## src/rtl/atm_session_ctrl.sv

```systemverilog
// Session sequencer for the ATM datapath: turns button presses into a one-hot
// screen state and a ready strobe, and tracks login, PIN retries, timeout and hold.
module atm_session_ctrl #(
    parameter int MAX_PIN_TRIES  = 3,
    parameter int TIMEOUT_CYCLES = 50000000,
    parameter int HOLD_CYCLES    = 100000000
) (
    input  logic        clk,
    input  logic        rst_n,
    input  logic        ready_btn,
    input  logic        exit_btn,
    input  logic [1:0]  menu_option,
    input  logic [3:0]  status_code_in,
    output logic [15:0] current_state,
    output logic        ready_out,
    output logic        session_active,
    output logic [1:0]  pin_tries_left,
    output logic [3:0]  last_status,
    output logic        timeout_flag
);

    localparam int CNT_MAX = (TIMEOUT_CYCLES > HOLD_CYCLES) ? TIMEOUT_CYCLES : HOLD_CYCLES;
    localparam int CNT_W   = $clog2(CNT_MAX + 1);

    localparam logic [CNT_W-1:0] CNT_SAT      = CNT_W'(CNT_MAX);
    localparam logic [CNT_W-1:0] TIMEOUT_LAST = CNT_W'(TIMEOUT_CYCLES - 1);
    localparam logic [CNT_W-1:0] HOLD_LAST    = CNT_W'(HOLD_CYCLES - 1);
    localparam logic [1:0]       TRIES_INIT   = 2'(MAX_PIN_TRIES);

    localparam logic [3:0] ST_ACC_FOUND     = 4'd1;
    localparam logic [3:0] ST_ACC_NOT_FOUND = 4'd2;
    localparam logic [3:0] ST_PIN_CORRECT   = 4'd3;
    localparam logic [3:0] ST_PIN_INCORRECT = 4'd4;
    localparam logic [3:0] ST_AMT_VALID     = 4'd5;
    localparam logic [3:0] ST_AMT_INVALID   = 4'd6;

    typedef enum logic [15:0] {
        S_IDLE       = 16'h0001,
        S_ACC_NUM    = 16'h0002,
        S_PIN_INPUT  = 16'h0004,
        S_MENU       = 16'h0008,
        S_SHOW_BAL   = 16'h0010,
        S_CONVERT    = 16'h0020,
        S_SEL_CONV_1 = 16'h0040,
        S_SEL_CONV_2 = 16'h0080,
        S_WITHDRAW   = 16'h0100,
        S_SEL_AMT_WD = 16'h0200,
        S_TRANSFER   = 16'h0400,
        S_SEL_CUR_TR = 16'h0800,
        S_SEL_AMT_TR = 16'h1000,
        S_ERROR      = 16'h2000,
        S_SUCCESS    = 16'h4000
    } state_e;

    state_e           state_q, state_d;
    logic             pending_q, pending_d;
    logic             session_q, session_d;
    logic [1:0]       tries_q, tries_d;
    logic [3:0]       last_q, last_d;
    logic             timeout_q, timeout_d;
    logic [CNT_W-1:0] cnt_q, cnt_d;
    logic             ready_prev_q, exit_prev_q;
    logic             ready_q, exit_q;

    logic             in_hold, counted, timed_out, hold_done;
    logic [1:0]       tries_dec;

    assign in_hold   = (state_q == S_ERROR) || (state_q == S_SUCCESS);
    assign counted   = !in_hold && (state_q != S_IDLE);
    assign timed_out = counted && (cnt_q >= TIMEOUT_LAST);
    assign hold_done = in_hold && (cnt_q >= HOLD_LAST);
    assign tries_dec = (tries_q != 2'd0) ? tries_q - 2'd1 : 2'd0;

    always_comb begin
        // NOTE: every combinational output gets a default first so no path infers a latch.
        state_d   = state_q;
        pending_d = pending_q;
        session_d = session_q;
        tries_d   = tries_q;
        last_d    = last_q;
        timeout_d = 1'b0;

        if (exit_q && (state_q != S_IDLE)) begin
            state_d   = S_IDLE;
            pending_d = 1'b0;
        end else if (timed_out) begin
            state_d   = S_IDLE;
            pending_d = 1'b0;
            timeout_d = 1'b1;
        end else if (pending_q) begin
            // Status returned by the datapath for the strobe issued one cycle earlier.
            pending_d = 1'b0;
            case (state_q)
                S_ACC_NUM, S_TRANSFER: begin
                    if (status_code_in == ST_ACC_FOUND) begin
                        state_d = (state_q == S_ACC_NUM) ? S_PIN_INPUT : S_SEL_CUR_TR;
                        last_d  = status_code_in;
                    end else if (status_code_in == ST_ACC_NOT_FOUND) begin
                        state_d = S_ERROR;
                        last_d  = status_code_in;
                    end
                end
                S_PIN_INPUT: begin
                    if (status_code_in == ST_PIN_CORRECT) begin
                        state_d   = S_MENU;
                        session_d = 1'b1;
                        tries_d   = TRIES_INIT;
                        last_d    = status_code_in;
                    end else if (status_code_in == ST_PIN_INCORRECT) begin
                        tries_d = tries_dec;
                        state_d = (tries_dec == 2'd0) ? S_ERROR : S_PIN_INPUT;
                        last_d  = status_code_in;
                    end
                end
                S_SEL_CONV_1, S_SEL_AMT_WD, S_SEL_AMT_TR: begin
                    if (status_code_in == ST_AMT_VALID) begin
                        state_d = (state_q == S_SEL_CONV_1) ? S_SEL_CONV_2 : S_SUCCESS;
                        last_d  = status_code_in;
                    end else if (status_code_in == ST_AMT_INVALID) begin
                        state_d = S_ERROR;
                        last_d  = status_code_in;
                    end
                end
                default: ;
            endcase
        end else if (in_hold) begin
            if (hold_done) begin
                state_d = session_q ? S_MENU : S_IDLE;
            end
        end else if (ready_q) begin
            case (state_q)
                S_IDLE:       state_d = S_ACC_NUM;
                S_MENU: begin
                    case (menu_option)
                        2'b00:   state_d = S_SHOW_BAL;
                        2'b01:   state_d = S_CONVERT;
                        2'b10:   state_d = S_WITHDRAW;
                        default: state_d = S_TRANSFER;
                    endcase
                end
                S_SHOW_BAL:   state_d = S_MENU;
                S_CONVERT:    state_d = S_SEL_CONV_1;
                S_SEL_CONV_2: state_d = S_SUCCESS;
                S_WITHDRAW:   state_d = S_SEL_AMT_WD;
                S_SEL_CUR_TR: state_d = S_SEL_AMT_TR;
                S_ACC_NUM, S_PIN_INPUT, S_SEL_CONV_1,
                S_SEL_AMT_WD, S_TRANSFER, S_SEL_AMT_TR: pending_d = 1'b1;
                default: ;
            endcase
        end

        if (state_d == S_IDLE) begin
            session_d = 1'b0;
            tries_d   = TRIES_INIT;
        end

        // One dwell counter serves both the inactivity timeout and the hold timer.
        if ((state_d != state_q) || (state_q == S_IDLE) || (counted && ready_q)) begin
            cnt_d = '0;
        end else if (cnt_q != CNT_SAT) begin
            cnt_d = cnt_q + CNT_W'(1);
        end else begin
            cnt_d = cnt_q;
        end
    end

    // NOTE: sequential state uses non-blocking assignments so all registers update together.
    always_ff @(posedge clk or negedge rst_n) begin
        if (!rst_n) begin
            state_q      <= S_IDLE;
            pending_q    <= 1'b0;
            session_q    <= 1'b0;
            tries_q      <= TRIES_INIT;
            last_q       <= 4'd0;
            timeout_q    <= 1'b0;
            cnt_q        <= '0;
            ready_prev_q <= 1'b0;
            exit_prev_q  <= 1'b0;
            ready_q      <= 1'b0;
            exit_q       <= 1'b0;
        end else begin
            state_q      <= state_d;
            pending_q    <= pending_d;
            session_q    <= session_d;
            tries_q      <= tries_d;
            last_q       <= last_d;
            timeout_q    <= timeout_d;
            cnt_q        <= cnt_d;
            ready_prev_q <= ready_btn;
            exit_prev_q  <= exit_btn;
            ready_q      <= ready_btn & ~ready_prev_q;
            exit_q       <= exit_btn & ~exit_prev_q;
        end
    end

    assign current_state  = state_q;
    assign ready_out      = ready_q;
    assign session_active = session_q;
    assign pin_tries_left = tries_q;
    assign last_status    = last_q;
    assign timeout_flag   = timeout_q;

endmodule

```

## config.mk

```make
export PLATFORM = sky130hd
export DESIGN_NAME = atm_session_ctrl
export DESIGN_NICKNAME = d
export VERILOG_FILES = /design/src/rtl/atm_session_ctrl.sv
export SDC_FILE = /design/constraint.sdc
export NUM_CORES = 1
export LEC_CHECK = 0
export BUFFER_PORTS_ARGS = -buffer_cell sky130_fd_sc_hd__buf_2
export CORE_AREA = 2 2 140 74
export DETAILED_ROUTE_END_ITERATION = 10
export DIE_AREA = 0 0 142 76
export GPL_TIMING_DRIVEN = 0
export PLACE_DENSITY = 0.66
export SETUP_SLACK_MARGIN = 0.05
export SYNTH_ARGS = -nofsm -noshare
export SYNTH_HDL_FRONTEND = slang
export SYNTH_SLANG_ARGS = --single-unit
```

## constraint.sdc

```tcl
create_clock -name clk -period 3.2 [get_ports clk]
set_clock_uncertainty 0.15 [all_clocks]
set_input_delay 0.32 -clock clk [delete_from_list [all_inputs] [get_ports clk]]
set_output_delay 0.32 -clock clk [all_outputs]
set_load 0.02 [all_outputs]
```

==> summary.txt <==
Power per cell area: 556 mW/mm^2
Flops & latches, synth: 56
CP Launch Type: flip-flop
Initial antenna violation count: 0
Area leader, netlist: dfrtp_1
RSZ-0062 raised after global routing: true
Most frequent cell after synthesis: nand2_1
CTS tree: done
Critical path peak fanout: 8
Hpwl dp: 10100 um
Post-synth EDFFs: 0
Final wirelength: 15400 um
Via density: 6.35
Register area share after synthesis: 33.8%
Mapped Avg Cell Area: 8.95 um^2
Global placer's final weighted congestion: 0.991
Worst Tran Pin Value: 0.880 ns
Post-synth net total: 477
Rows: 26
Core area: 0.00973 mm^2
Overall global routing resource usage: 28.1%
Synthesized area: 0.00416 mm^2
Initial DRT Pass Iterations: 8
Top FF cell, synth: dfrtp_1
CTS sink count: 56
Port bufs: 34
Worst VDD drop: 404 uV
Status: complete, but fails checks
Share of layout cells above drive strength 1: 40.0%
Htree depth: 2
Reg clk slew, reported paths: 0.07 ns
Die height: 76 um
Number of clock buffers inserted by TritonCTS: 5
Leak: 0.00236 uW
Worst-case clock buffer depth: 2
Layout Nets: 586
Cell count after synthesis: 465
Setup violators final: 30
WL/cell: 22.0 um
Filler cells: 827
Violated checks: setup timing
First-pass GRT wire length: 23100 um
Die area: 0.0108 mm^2
Commonest cells in the netlist: nand2_1, dfrtp_1, nor2_1
N_diodes: 0
Req. time, crit path: 3.27 ns
I/O Pins: 35
Post-synth top area share: 31.9%
Crit share post-route: 105%
Hold crit path type: flip-flop to flip-flop
F_max: 299 MHz
Slew Limit Fails: 0
Post-route insts no fill: 701
Hold Vio Cnt, Final: 0
Antenna viol nets, final: 0
Crit path time final: 3.35 ns
Number of global-route vias before repair: 4025
Kind of end point of the critical path: flip-flop
Synth Warn #: 0
Clock latency on the worst-skew pair: 0.31 ns
FF+latch area: 0.00142 mm^2
Critical path arrival: 3.42 ns
Drt first-iter violations: 589
Worst slew margin: 40.5%
Max cap viols: 0
Placed Cells: 625
Worst hold slack: 0.245 ns
Clock root buffer: clkbuf_16
Multi-input gate area: 0.00287 mm^2
Top post-synthesis cells by area: dfrtp_1, nor3_2, nand2_1, xnor2_1, nor2_1
Largest net degree at the start of global routing: 57
DRC violations left: 0
Via count: 4454
GRT overflow: 0
Fraction of registers with async set/reset: 100%
Area delta synth->final: 34.9%
Distinct cells, synth: 76
Final WS setup: -0.149 ns
Die X: 142 um
Initial Utilization: 42.8%
Critical path class: flip-flop to flip-flop
-- cell usage in the layout, fill, tap and decap left out, types with 4 or more instances in the layout --
master     synthesis  layout
nand2_1           55      55
nor2_1            35      34
nor3_1            20      17
clkbuf_16          0       6
buf_2              6      34
buf_6              6      10
buf_4              3      63
a21boi_0           6       5
o21a_1             4       4
o21ai_0            5       5
nor2b_1           10      10
clkbuf_1           7       6
nand3_1           18      14
a21oi_1           19      17
or3_1              4       4
nor4_1            11       6
dfrtp_1           53      40
nor3_4             0       5
nand4_1           15      15
and2_1             7       7
xnor2_1           20      20
inv_1             10       9
nor4b_2            3       7
mux2_2             4       4
nor3_2            21      19
and3_1             6       4
and4_1             4       4
xor2_1            10      10
nor4_4             2       5
nand4b_1           4       4
or4_4              1       6
nor4b_1           10       5
dfrtp_2            0      13
nor3b_1            5       4
-- cell type report --
| cell class | instances | share of cell area (%) |
|---|---|---|
| flip-flops and latches | 56 | 25.3 |
| clock buffers | 7 | 2.54 |
| clock inverters | 1 | 0.134 |
| repair buffers | 104 | 13.9 |
| multi-input cells | 374 | 51.2 |
| inverters | 10 | 0.668 |
| well taps | 126 | 2.81 |
| plain buffers | 23 | 3.52 |
-- metrics by stage --
step / util, % / area (um^2) / worst slack, ns / setup TNS (ns) / total power [uW]
floorplan: - / 4180 / 0.0556 / 0 / 1550
global placement: 46.4 / 4510 / -0.602 / -17.45 / 1830
detailed placement: 46.4 / 4510 / -0.547 / -15.55 / 1830
CTS: 56.0 / 5440 / 0.0177 / 0 / 2910
global route: 57.7 / 5620 / -0.200 / -4.56 / 3230
finish: 57.7 / 5620 / -0.149 / -2.54 / 3120
-- final timing paths --
check,cells past startpoint,slack [ns],startpoint,endpoint
worst min register to register,1,0.24,exit_prev_q,exit_q
max in group asynchronous,2,1.87,rst_n,current_state[4]
worst max register to register,13,-0.15,current_state[14],cnt_q[8]
worst max-delay path,13,-0.15,current_state[14],cnt_q[8]
worst min-delay path,1,0.24,exit_prev_q,exit_q
min in group asynchronous,2,0.50,rst_n,session_active
-- kinds of logic after synthesis --
logic type | share of synthesized area [%]
compound gates | 13.3
fa+ha+maj | 0.601
mux | 2.49
buf+inv | 4.78
flops | 33.8
simple gates | 38.8
xor+xnor | 6.31
-- metal layers --
layer  global-route usage [%]  wire length [um]  share of wire [%]
met4                     4.20               229                1.5
met3                     14.5              2520                 16
met2                     32.8              5490                 36
met1                     44.8              7190                 47
met5                        0                 0                  0
-- report_power, final --
| group | internal [uW] | switching [uW] | leakage, uW |
|---|---|---|---|
| sequential | 757 | 93.2 | 0.000740 |
| combinational | 773 | 904 | 0.00155 |
| clock | 314 | 279 | 0.0000701 |
-- worst max-delay path, cell delays in order, from the launching register on --
cell,delay (ns)
dfrtp_2,0.49
buf_6,0.17
or4_4,0.44
nor2_4,0.29
buf_6,0.16
nand2b_4,0.05
a41oi_4,0.26
a21o_4,0.17
a211o_1,0.21
mux2i_2,0.27
nand3_4,0.12
buf_12,0.17
clkbuf_16,0.16
nor3_2,0.14
-- flip-flops by register name, summed over array words and instances (netlist names), 2 cells and up --
| signal | cells |
|---|---|
| last_status | 4 |
| cnt_q | 27 |
| pin_tries_left | 2 |
| current_state | 16 |
-- timing repair --
action / CTS / global route
resized for setup: 70 / 17
cloned: 1 / 1
setup buffers: 59 / 6
setup endpoints to repair: 34 / 30
hold endpoints to repair: 2 / 7
pin swaps: 32 / 15
hold buffers: 2 / 1
(Power assumes the default switching activity.)
